## config.mk

```make
export PLATFORM = sky130hd
export DESIGN_NAME = kianv_dmem_responder
export DESIGN_NICKNAME = d
export VERILOG_FILES = /design/src/rtl/kianv_dmem_pkg.sv /design/src/rtl/kianv_dmem_watchdog.sv /design/src/rtl/kianv_dmem_responder.sv
export SDC_FILE = /design/constraint.sdc
export NUM_CORES = 1
export LEC_CHECK = 0
export ABC_AREA = 0
export BUFFER_PORTS_ARGS = -buffer_cell sky130_fd_sc_hd__clkbuf_2
export CORE_UTILIZATION = 30
export CTS_CLUSTER_DIAMETER = 200
export DETAILED_ROUTE_END_ITERATION = 8
export PLACE_DENSITY = 0.57
export SYNTH_ARGS = -nofsm -noshare
export SYNTH_HDL_FRONTEND = slang
export SYNTH_SLANG_ARGS = --single-unit
```

## constraint.sdc

```tcl
create_clock -name clk -period 2.57 [get_ports clk]
set_input_delay 0.257 -clock clk [delete_from_list [all_inputs] [get_ports clk]]
set_output_delay 0.257 -clock clk [all_outputs]
set_load 0.1 [all_outputs]
```

## src/rtl/kianv_dmem_pkg.sv

```systemverilog
// Shared types and constants for the KianV M-stage data-memory responder.
package kianv_dmem_pkg;

  typedef enum logic [1:0] {
    IDLE = 2'd0,
    WAIT = 2'd1,
    DONE = 2'd2
  } DmemState_t;

  localparam logic [31:0] DEFAULT_ERR_RDATA = 32'h0000_0000;

endpackage

```

## src/rtl/kianv_dmem_watchdog.sv

```systemverilog
// Saturating wait-state counter; expired flags that TIMEOUT_CYCLES waits have elapsed.
module kianv_dmem_watchdog #(
  parameter int TIMEOUT_CYCLES = 255
) (
  input  logic clk,
  input  logic reset,
  input  logic clear,
  input  logic enable,
  output logic expired
);

  localparam int CW = (TIMEOUT_CYCLES < 1) ? 1 : $clog2(TIMEOUT_CYCLES + 1);
  localparam logic [CW-1:0] LIMIT = CW'(TIMEOUT_CYCLES);
  localparam bit ARMED = (TIMEOUT_CYCLES != 0);

  logic [CW-1:0] count_reg;

  // Stops at LIMIT; with the watchdog disabled LIMIT is 0 so the count never moves.
  always_ff @(posedge clk) begin
    if (reset || clear) begin
      count_reg <= '0;
    end else if (enable && (count_reg != LIMIT)) begin
      count_reg <= count_reg + 1'b1;
    end
  end

  assign expired = ARMED && (count_reg == LIMIT);

endmodule

```

## src/rtl/kianv_dmem_responder.sv

```systemverilog
// M-stage data-memory responder: stalls the core, runs one valid/ready
// transaction to memory per access and returns load data on ReadDataM.
module kianv_dmem_responder
  import kianv_dmem_pkg::*;
#(
  parameter int          TIMEOUT_CYCLES = 255,
  parameter logic [31:0] ERR_RDATA      = DEFAULT_ERR_RDATA
) (
  input  logic        clk,
  input  logic        reset,
  input  logic        ReadMemM,
  input  logic [3:0]  WriteMaskM,
  input  logic [31:0] AluResultM,
  input  logic [31:0] WriteDataM,
  output logic [31:0] ReadDataM,
  output logic        halt,
  output logic        mem_valid,
  input  logic        mem_ready,
  output logic [31:0] mem_addr,
  output logic [31:0] mem_wdata,
  output logic [3:0]  mem_wstrb,
  input  logic [31:0] mem_rdata,
  output logic        timeout_err,
  output logic        protocol_err
);

  DmemState_t state_reg, state_next;

  logic req;
  logic conflict;
  logic accept;
  logic finish_ok;
  logic finish_timeout;
  logic wd_count;
  logic wd_expired;
  logic is_read;
  logic unused_addr_bits;

  assign req      = ReadMemM | (|WriteMaskM);
  assign conflict = ReadMemM & (|WriteMaskM);
  assign is_read  = (mem_wstrb == 4'b0000);
  assign unused_addr_bits = ^AluResultM[1:0];

  kianv_dmem_watchdog #(
    .TIMEOUT_CYCLES(TIMEOUT_CYCLES)
  ) u_watchdog (
    .clk    (clk),
    .reset  (reset),
    .clear  (accept),
    .enable (wd_count),
    .expired(wd_expired)
  );

  always_ff @(posedge clk) begin
    if (reset) begin
      state_reg <= IDLE;
    end else begin
      state_reg <= state_next;
    end
  end

  // mem_ready is checked before expiry so a late but valid response still wins.
  always_comb begin
    state_next     = state_reg;
    halt           = 1'b0;
    accept         = 1'b0;
    finish_ok      = 1'b0;
    finish_timeout = 1'b0;
    wd_count       = 1'b0;
    case (state_reg)
      IDLE: begin
        halt = req;
        if (req) begin
          accept     = 1'b1;
          state_next = WAIT;
        end
      end
      WAIT: begin
        halt = 1'b1;
        if (mem_ready) begin
          finish_ok  = 1'b1;
          state_next = DONE;
        end else if (wd_expired) begin
          finish_timeout = 1'b1;
          state_next     = DONE;
        end else begin
          wd_count = 1'b1;
        end
      end
      DONE: begin
        state_next = IDLE;
      end
      default: begin
        state_next = IDLE;
      end
    endcase
  end

  always_ff @(posedge clk) begin
    if (reset) begin
      mem_valid    <= 1'b0;
      mem_addr     <= '0;
      mem_wdata    <= '0;
      mem_wstrb    <= '0;
      ReadDataM    <= '0;
      timeout_err  <= 1'b0;
      protocol_err <= 1'b0;
    end else begin
      if (accept) begin
        mem_valid <= 1'b1;
        mem_addr  <= {AluResultM[31:2], 2'b00};
        mem_wdata <= WriteDataM;
        mem_wstrb <= WriteMaskM;
        // The store goes out; the load half of a conflicting request gets the error word.
        if (conflict) begin
          protocol_err <= 1'b1;
          ReadDataM    <= ERR_RDATA;
        end
      end
      if (finish_ok) begin
        mem_valid <= 1'b0;
        if (is_read) begin
          ReadDataM <= mem_rdata;
        end
      end
      if (finish_timeout) begin
        mem_valid   <= 1'b0;
        timeout_err <= 1'b1;
        if (is_read) begin
          ReadDataM <= ERR_RDATA;
        end
      end
    end
  end

endmodule

```

# [Yosys cells after proc, flatten, opt, wreduce, memory -nomap -nowiden]
# Cells that the tools add are included.
[totals] out_inout_bits=104 elab_cells=46 regBits=111
[op_classes] n_bitwise=2 addsub=1 n_reduce_logical=8 eq_ne=5 mux=21
[op_table] cell="$mux W32" n=6
[op_table] cell="$mux W1" n=10
[op_table] cell="$add A8 B1 Y8 const B" n=1
[op_table] cell="$eq A8 B8 Y1 const B" n=1
[op_table] cell="$ne A8 B8 Y1 const B" n=1
[op_table] cell="$mux W2" n=3
[op_table] cell="$logic_not A4 Y1" n=1
[op_table] cell="$pmux W2 S2" n=1
[op_table] cell="$reduce_and A2 Y1" n=2
[op_table] cell="$reduce_or A4 Y1" n=1
[op_table] cell="$ne A3 B2 Y1 const B" n=1
[op_table] cell="$reduce_or A3 Y1" n=1
[op_table] cell="$eq A2 B1 Y1 const B" n=1
[op_table] cell="$logic_not A2 Y1" n=1
[op_table] cell="$ne A2 B2 Y1 const B" n=1
[op_table] cell="$pmux W1 S2" n=1
[op_table] cell="$and A1 B1 Y1" n=1
[op_table] cell="$logic_and A1 B1 Y1" n=1
[op_table] cell="$logic_or A1 B1 Y1" n=1
[op_table] cell="$or A1 B1 Y1" n=1

# [Logic depth before layout (Yosys ltp)]
# Gate-level depths: netlist of run 1.
[depth] depth_word=9 depth_mapped=6

# [Hierarchy]
# Synthesis of run 1 repeated with hierarchy kept, for this count alone.
[hier_totals] hier_cells=515 hier_area_um2=4792.1
[by_module_without_submodules] mod="kianv_dmem_responder" n_inst=1 cells_each=466 area_per_inst_um2=4366.7 seq_area_each_um2=2062.0
[by_module_without_submodules] mod="kianv_dmem_watchdog" n_inst=1 cells_each=49 area_per_inst_um2=425.4 seq_area_each_um2=160.2

# [Least setup slack after synthesis of run 1]
# OpenSTA, ideal clock, no wires.
[synth_timing] path_type="flip-flop to flip-flop" from="register mem_wstrb[3]" to="register ReadDataM[10]" period_less_slack_ns=1.952 stages_incl_launch_ff=6 slack_ns=0.618 t_required_ns=2.499 setup_ns=0.071 arrival_time_ns=1.881 path_cell_list="dfxtp_1 -> nor4_1 -> nand3_1 -> clkbuf_1 -> nand3_1 -> a21oi_1"
[synth_via] elab_chain_cells=5
[synth_lines] item="start: declaration" line_no="kianv_dmem_responder.sv:21" source="output logic [3:0] mem_wstrb,"
[synth_lines] item="start signal: assignment" line_no="kianv_dmem_responder.sv:113" source="mem_wstrb <= WriteMaskM;"
[synth_lines] item="$logic_not A4 Y1 *" line_no="kianv_dmem_responder.sv:41" source="assign is_read = (mem_wstrb == 4'b0000);"
[synth_lines] item="$mux W32" line_no="kianv_dmem_responder.sv:122" source="if (is_read) begin"
[synth_lines] item="$mux W32" line_no="kianv_dmem_responder.sv:120" source="if (finish_ok) begin"
[synth_lines] item="$mux W32" line_no="kianv_dmem_responder.sv:129" source="if (is_read) begin"
[synth_lines] item="$mux W32 *" line_no="kianv_dmem_responder.sv:126" source="if (finish_timeout) begin"
[synth_lines] item="end signal: assignment" line_no="kianv_dmem_responder.sv:123" source="ReadDataM <= mem_rdata;"
[synth_lines] item="end: declaration" line_no="kianv_dmem_responder.sv:15" source="output logic [31:0] ReadDataM,"
# Every way passes the cells marked *; elsewhere a longest branch is shown, timed or not.
# A chain may end at the register's enable or synchronous reset.

# [Final worst setup path of run 1]
[layout_timing] from="register state_reg[0]" to="register mem_addr[2]"
[layout_via] elab_chain_cells=2
[layout_lines] item="start: declaration" line_no="kianv_dmem_responder.sv:27" source="DmemState_t state_reg, state_next;"
[layout_lines] item="start signal: assignment" line_no="kianv_dmem_responder.sv:58" source="state_reg <= state_next;"
[layout_lines] item="$logic_not A2 Y1" line_no="kianv_dmem_responder.sv:70" source="case (state_reg)"
[layout_lines] item="$mux W1" line_no="kianv_dmem_responder.sv:70"
[layout_lines] item="end signal: assignment" line_no="kianv_dmem_responder.sv:111" source="mem_addr <= {AluResultM[31:2], 2'b00};"
[layout_lines] item="end: declaration" line_no="kianv_dmem_responder.sv:19" source="output logic [31:0] mem_addr,"
# Every way passes these cells.

==> impl_metrics.py, run 1 <==
metrics = {
    "finish": {
        "multiInputGateArea_sq_um": 1640,
        "nets": 791,
        "n_fill_cell": 1364,
        "final_util_pct": 41.5,
        "regArea_sq_um": 2220,
        "diodes": 0,
        "drive_gt1_share_pct": 33.6,
        "synthToLayoutAreaGrowth_pct": 35.1,
        "reg_top3": "ReadDataM (32), mem_wdata (32), mem_addr (30)",
    },
    "placed_design": {
        "hpwl_mm": 7.78,
        "gp_congestion": 0.770,
        "port_buffers": 203,
    },
    "clocking": {
        "clk_latency_ns": 0.35,
        "cts_resized": 0,
        "post_cts_buffers": 0,
        "cts_buffer_depth": 2,
        "root_buffer": "clkbuf_16",
        "clkTransAtPathRegs_ns": 0.08,
        "htree_levels": 3,
        "cts_buffers": 9,
        "clock_sinks": 111,
        "cts-hold-fix-buffers": 0,
        "tritoncts": "done",
    },
    "global_routing": {
        "antenna_found_initial": 0,
        "grt_pass1_vias": 3710,
        "grt_usage_pct": 15.8,
        "grt_pass1_wl_mm": 17.8,
        "grt_max_degree": 64,
        "grt_overflow": 0,
    },
    "sta": {
        "timing.fmax_ghz": 0.500,
        "rsz0062_at_grt": "no",
        "drv_slew": 0,
        "period_minus_slack_ns": 2.00,
        "hold_violations": 0,
        "skew_ns": 0.00765,
        "maxSlewHeadroom_pct": 19.0,
        "fin_crit_sh_pct": 77.9,
        "max_slew.worst_pin.slew_ns": 1.22,
        "setup_violations": 0,
        "tns_ns": 0,
    },
    "pwr": {
        "p_leak_uw": 0.00248,
        "seq_power_share_pct": 39.7,
        "p_int_uw": 2860,
        "power.share.combinational_pct": 30.5,
        "p_switching_uw": 1950,
        "peakVddDrop_mv": 0.395,
        "p_per_area_nw_per_um2": 879,
        "netSwitchingFraction_pct": 40.6,
        "pwr-share-clk_pct": 29.8,
    },
    "drt": {
        "ant_nets": 0,
        "route.vias.total": 3981,
        "drt_iter0_markers": 171,
        "avgViaCountPerCell": 4.59,
        "firstDrtPassIters": 4,
        "drt-total-wl_mm": 11.0,
        "drc": 0,
        "wl_per_cell_microns": 12.7,
    },
    "logic_synthesis": {
        "synth.mux.area_fraction_pct": 0.494,
        "ys_seq_area_share_pct": 54.9,
        "yosysUniqueCellTypes": 34,
        "synth_top_family_by_area": "simple AND/OR/NAND/NOR gates",
        "yosys_warnings": 0,
        "synth_compound_area_share_pct": 14.9,
        "yosys.area_share.xor_xnor_pct": 0.433,
        "synth_fa_ha_area_share_pct": 0.309,
        "postSynthCellCount": 502,
        "yosys.area_share.simple_pct": 23.9,
        "ys_ff_latch": 111,
        "syn_avg_cell_area_sq_um": 8.07,
        "syn_area_sq_um": 4050,
    },
    "flow_run": {
        "drv_cap": 0,
    },
    "worst_setup_path": {
        "worstSetupPathType": "reg2reg",
        "worst-endpoint-arrival_ns": 2.27,
        "end_kind": "flip-flop",
        "worstSetupStartpointType": "flip-flop",
        "cp.required_ns": 2.84,
        "path_max_fanout": 63,
    },
    "floorplan": {
        "dieArea_sq_um": 14000,
        "core_region_area_sq_um": 13200,
        "num_rows": 42,
        "io-pin-count": 208,
        "start_util_pct": 30.7,
        "die_w_microns": 118,
        "die_height_microns": 118,
    },
    "worst_hold_path": {
        "min_path_type": "in2reg",
    },
    "outcome": {
        "status": "finished clean",
    },
}
[worst max-delay path, cell delays in order (launching register included)]
cell and delay (ns):
dfxtp_1 0.34, nor2_1 0.11, buf_4 0.16, o21a_2 0.93, nand2_1 0.17, a21oi_1 0.17
[path summary, 6_finish.rpt]
path,from,to,slack [ns],cells after the start
worst max-delay path,state_reg[0],mem_addr[2],0.57,5
worst min-delay path,WriteDataM[5],mem_wdata[5],0.12,3
worst max register to register,state_reg[0],mem_addr[2],0.57,5
worst min register to register,protocol_err,protocol_err,0.45,2
[area by class of cell]
class	instances	share of cell area [%]
repair buffers	210	19.8
inverters	1	0.0686
flip-flops and latches	111	40.6
clock inverters	7	1.42
multi-input cells	353	30.0
well taps	176	4.03
clock buffers	9	4.12
[cells in the final DEF, fill, tap and decap left out, types with 4 or more instances in the layout]
cell,synthesis,routed
a21oi_1,104,104
dfxtp_1,111,111
buf_4,2,6
nand3_1,36,36
nor2_1,11,11
nor3_1,4,4
clkbuf_2,0,203
nand2_1,167,167
clkbuf_16,0,9
[through the flow]
| step | hold WS (ns) | area [sq um] | cells | total power, uW | setup WS [ns] |
|---|---|---|---|---|---|
| 6_report | 0.122 | 5470 | 867 | 4810 | 0.569 |
| 5_1_grt | 0.110 | 5470 | 867 | 5030 | 0.324 |
| 4_1_cts | 0.105 | 5470 | 867 | 4880 | 0.553 |
| 3_5_place_dp | 0.446 | 5170 | 851 | 3420 | 0.524 |
| 3_3_place_gp | 0.440 | 5170 | 851 | 3410 | 0.556 |
| 2_1_floorplan | 0.392 | 4050 | 503 | 3150 | 0.618 |
[synth_stat cells (all sizes together)]
library cell / number / area, sq um
o21ai: 2 / 13.8
or4: 2 / 18.8
a311oi: 1 / 8.76
nor2: 11 / 41.3
nor2b: 1 / 6.26
conb: 1 / 3.75
o41ai: 1 / 8.76
a21oi: 104 / 521
o21ba: 1 / 10.0
nand2b: 1 / 6.26
a2111oi: 1 / 10.0
nor3b: 2 / 15.0
dfxtp: 111 / 2220
xor2: 1 / 8.76
or2: 1 / 6.26
or3b: 1 / 11.3
and3: 2 / 12.5
clkbuf: 19 / 71.3
nor4: 2 / 12.5
ha: 1 / 12.5
nand2: 167 / 627
o21a: 3 / 22.5
nand4: 2 / 12.5
nand3: 36 / 180
nor3: 4 / 20.0
mux2i: 2 / 20.0
inv: 1 / 3.75
buf: 19 / 125
xnor2: 1 / 8.76
a31o: 1 / 8.76
[power by group through the flow]
stage          Combinational (uW)  Clock [uW]  Sequential, uW
6_report                     1460        1430            1910
5_1_grt                      1540        1560            1930
4_1_cts                      1470        1490            1910
3_5_place_dp                 1470           0            1950
3_3_place_gp                 1460           0            1940
2_1_floorplan                 353           0            2800
[kinds of logic after synthesis]
logic type / after synthesis
AOI/OAI and AO/OA: 114
and+or+nand+nor: 232
DFF: 111
xor gates and xnor gates: 2
buffers and inverters: 39
other: 1
adders and majority gates: 1
muxes: 2
[layer usage]
layer	global-route usage, %	part of all wire, %	up-vias
li1	-	-	2029
met1	18.7	44	1797
met2	26.7	47	144
met3	4.44	7.4	11
met4	6.73	1.4	0
met5	0	0	-
Note: power is estimated with default switching activity, not from simulation.
==> run 2, diff against run 1 <==
- clock period: 2.57 -> 1.9 ns (I/O delays scaled with it)
==> impl_metrics.py, run 2 (synthesis gave the netlist of run 1 again) <==
metrics = {
    "worst_setup_path": {
        "worst-endpoint-arrival_ns": 1.94,
        "cp_slowest_cell": "or3b_4",
        "end_kind": "flip-flop",
        "crit_family": "simple AND/OR/NAND/NOR gates",
        "worstSetupStartpointType": "flip-flop",
        "crit_chain": "or3b_4 > or2_0 > or4_1 > a21oi_1",
        "regToRegStartpoint": "state_reg[0]",
        "r2r_end": "u_watchdog.count_reg[7]",
        "path_max_fanout": 5,
        "crit_buf_inv": 0,
        "cp.required_ns": 2.17,
        "r2r_slack_ns": 0.23,
        "ff2ff_path_depth": 4,
        "worstSetupPathType": "reg2reg",
        "cpPeakStageDelay_ns": 0.43,
    },
    "drt": {
        "firstDrtPassIters": 4,
        "route.vias.total": 4003,
        "wl_per_cell_microns": 12.6,
        "drt_iter0_markers": 173,
        "drt-total-wl_mm": 11.0,
        "drc": 0,
        "ant_nets": 0,
        "avgViaCountPerCell": 4.60,
    },
    "pwr": {
        "peakVddDrop_mv": 0.501,
        "p_int_uw": 3900,
        "netSwitchingFraction_pct": 39.6,
        "p_per_area_nw_per_um2": 1160,
        "power.share.combinational_pct": 31.5,
        "p_leak_uw": 0.00251,
        "seq_power_share_pct": 40.0,
        "p_switching_uw": 2560,
        "pwr-share-clk_pct": 28.4,
    },
    "global_routing": {
        "grt_overflow": 0,
        "use_met1_pct": 19.0,
        "grt_pass1_wl_mm": 18.3,
        "antenna_found_initial": 0,
        "grt_max_degree": 64,
        "grt.busiest_layer": "met2",
        "grt_pass1_vias": 3910,
        "grt_usage_pct": 16.2,
        "grt_use_met2_pct": 27.6,
        "use_met3_pct": 4.78,
    },
    "finish": {
        "final_common_cell": "clkbuf_2",
        "final_cell_mix": "clkbuf_2, nand2_1, dfxtp_1",
        "diodes": 0,
        "nets": 795,
        "synthToLayoutAreaGrowth_pct": 37.4,
        "drive_gt1_share_pct": 33.8,
        "reg_top3": "ReadDataM (32), mem_wdata (32), mem_addr (30)",
        "post-route-cell-area_sq_um": 5560,
    },
    "clocking": {
        "cts-hold-fix-buffers": 0,
        "cts_resized": 0,
        "clk_latency_ns": 0.35,
        "post_cts_buffers": 0,
        "clkTransAtPathRegs_ns": 0.07,
        "clock_sinks": 111,
        "htree_levels": 3,
        "cts_buffers": 9,
        "cts_buffer_depth": 2,
        "tritoncts": "done",
        "root_buffer": "clkbuf_16",
    },
    "placed_design": {
        "place_area_sq_um": 5280,
        "gp_congestion": 0.739,
        "hpwl_mm": 7.86,
        "port_buffers": 203,
    },
    "flow_run": {
        "drv_cap": 0,
    },
    "outcome": {
        "status": "finished clean",
    },
    "sta": {
        "period_minus_slack_ns": 1.67,
        "timing.fmax_ghz": 0.599,
        "skew_ns": 0.00519,
        "tns_ns": 0,
        "max_slew.worst_pin.slew_ns": 0.573,
        "setup_violations": 0,
        "drv_slew": 0,
        "rsz0062_at_grt": "no",
        "fin_crit_sh_pct": 87.9,
        "hold_violations": 0,
        "maxSlewHeadroom_pct": 62.0,
    },
    "worst_hold_path": {
        "whs_path_depth": 3,
        "min_path_type": "in2reg",
        "hold_end": "mem_wdata[28]",
        "min_from": "WriteDataM[28]",
    },
    "floorplan": {
        "dieArea_sq_um": 14000,
        "start_util_pct": 30.7,
        "die_height_microns": 118,
        "io-pin-count": 208,
        "core_region_area_sq_um": 13200,
        "die_w_microns": 118,
        "num_rows": 42,
    },
}
[run 2: power by group through the flow]
stage	clock (uW)	combinational, uW	sequential [uW]
2_1_floorplan	0	478	3790
3_3_place_gp	0	2030	2630
3_5_place_dp	0	2050	2640
4_1_cts	1920	2050	2590
5_1_grt	2010	2140	2610
6_report	1840	2040	2580
[run 2: area by class of cell]
cell class	count	area [sq um]
fill	1382	7630
sequential	111	2230
multi-input combinational	353	1640
timing repair buffer	214	1190
clock buffer	13	240
tap	176	220
clock inverter	3	43.8
inverter	1	3.75
[run 2: worst max path at each step]
| stage | endpoint | from | slack, ns | cells after the start |
|---|---|---|---|---|
| 6_report | u_watchdog.count_reg[7] | state_reg[0] | 0.23 | 4 |
| 5_1_grt | mem_wdata[31] | state_reg[1] | 0.11 | 5 |
| 4_1_cts | u_watchdog.count_reg[7] | state_reg[0] | 0.24 | 4 |
| 3_3_place_gp | u_watchdog.count_reg[3] | WriteMaskM[3] | 0.22 | 5 |
| 3_5_place_dp | u_watchdog.count_reg[2] | WriteMaskM[3] | 0.21 | 5 |
| 2_1_floorplan | ReadDataM[10] | mem_wstrb[2] | 0.004 | 5 |
[run 2: metrics by stage]
| step | hold slack, ns | util [%] | setup slack [ns] | power, uW | instances |
|---|---|---|---|---|---|
| after floorplan | 0.318 | - | 0.00445 | 4270 | 503 |
| after global placement | 0.415 | 40.0 | 0.217 | 4660 | 855 |
| after detailed placement | 0.419 | 40.0 | 0.205 | 4690 | 855 |
| after CTS | 0.0406 | 42.2 | 0.244 | 6560 | 871 |
| after global routing | 0.0486 | 42.2 | 0.107 | 6760 | 871 |
| final | 0.0603 | 42.2 | 0.230 | 6460 | 871 |
[run 2: per-layer routing]
metal / part of all wire [%] / wire, microns
met1: 42 / 4600
met2: 48 / 5270
met3: 8.5 / 936
met4: 1.7 / 186
met5: 0 / 0
[run 2: worst register-to-register path, delay by kind of cell, from the launching register on]
family,cells,cell delay (ns)
and+or+nand+nor,3,1.08
DFF,1,0.38
AOI/OAI and AO/OA,1,0.15
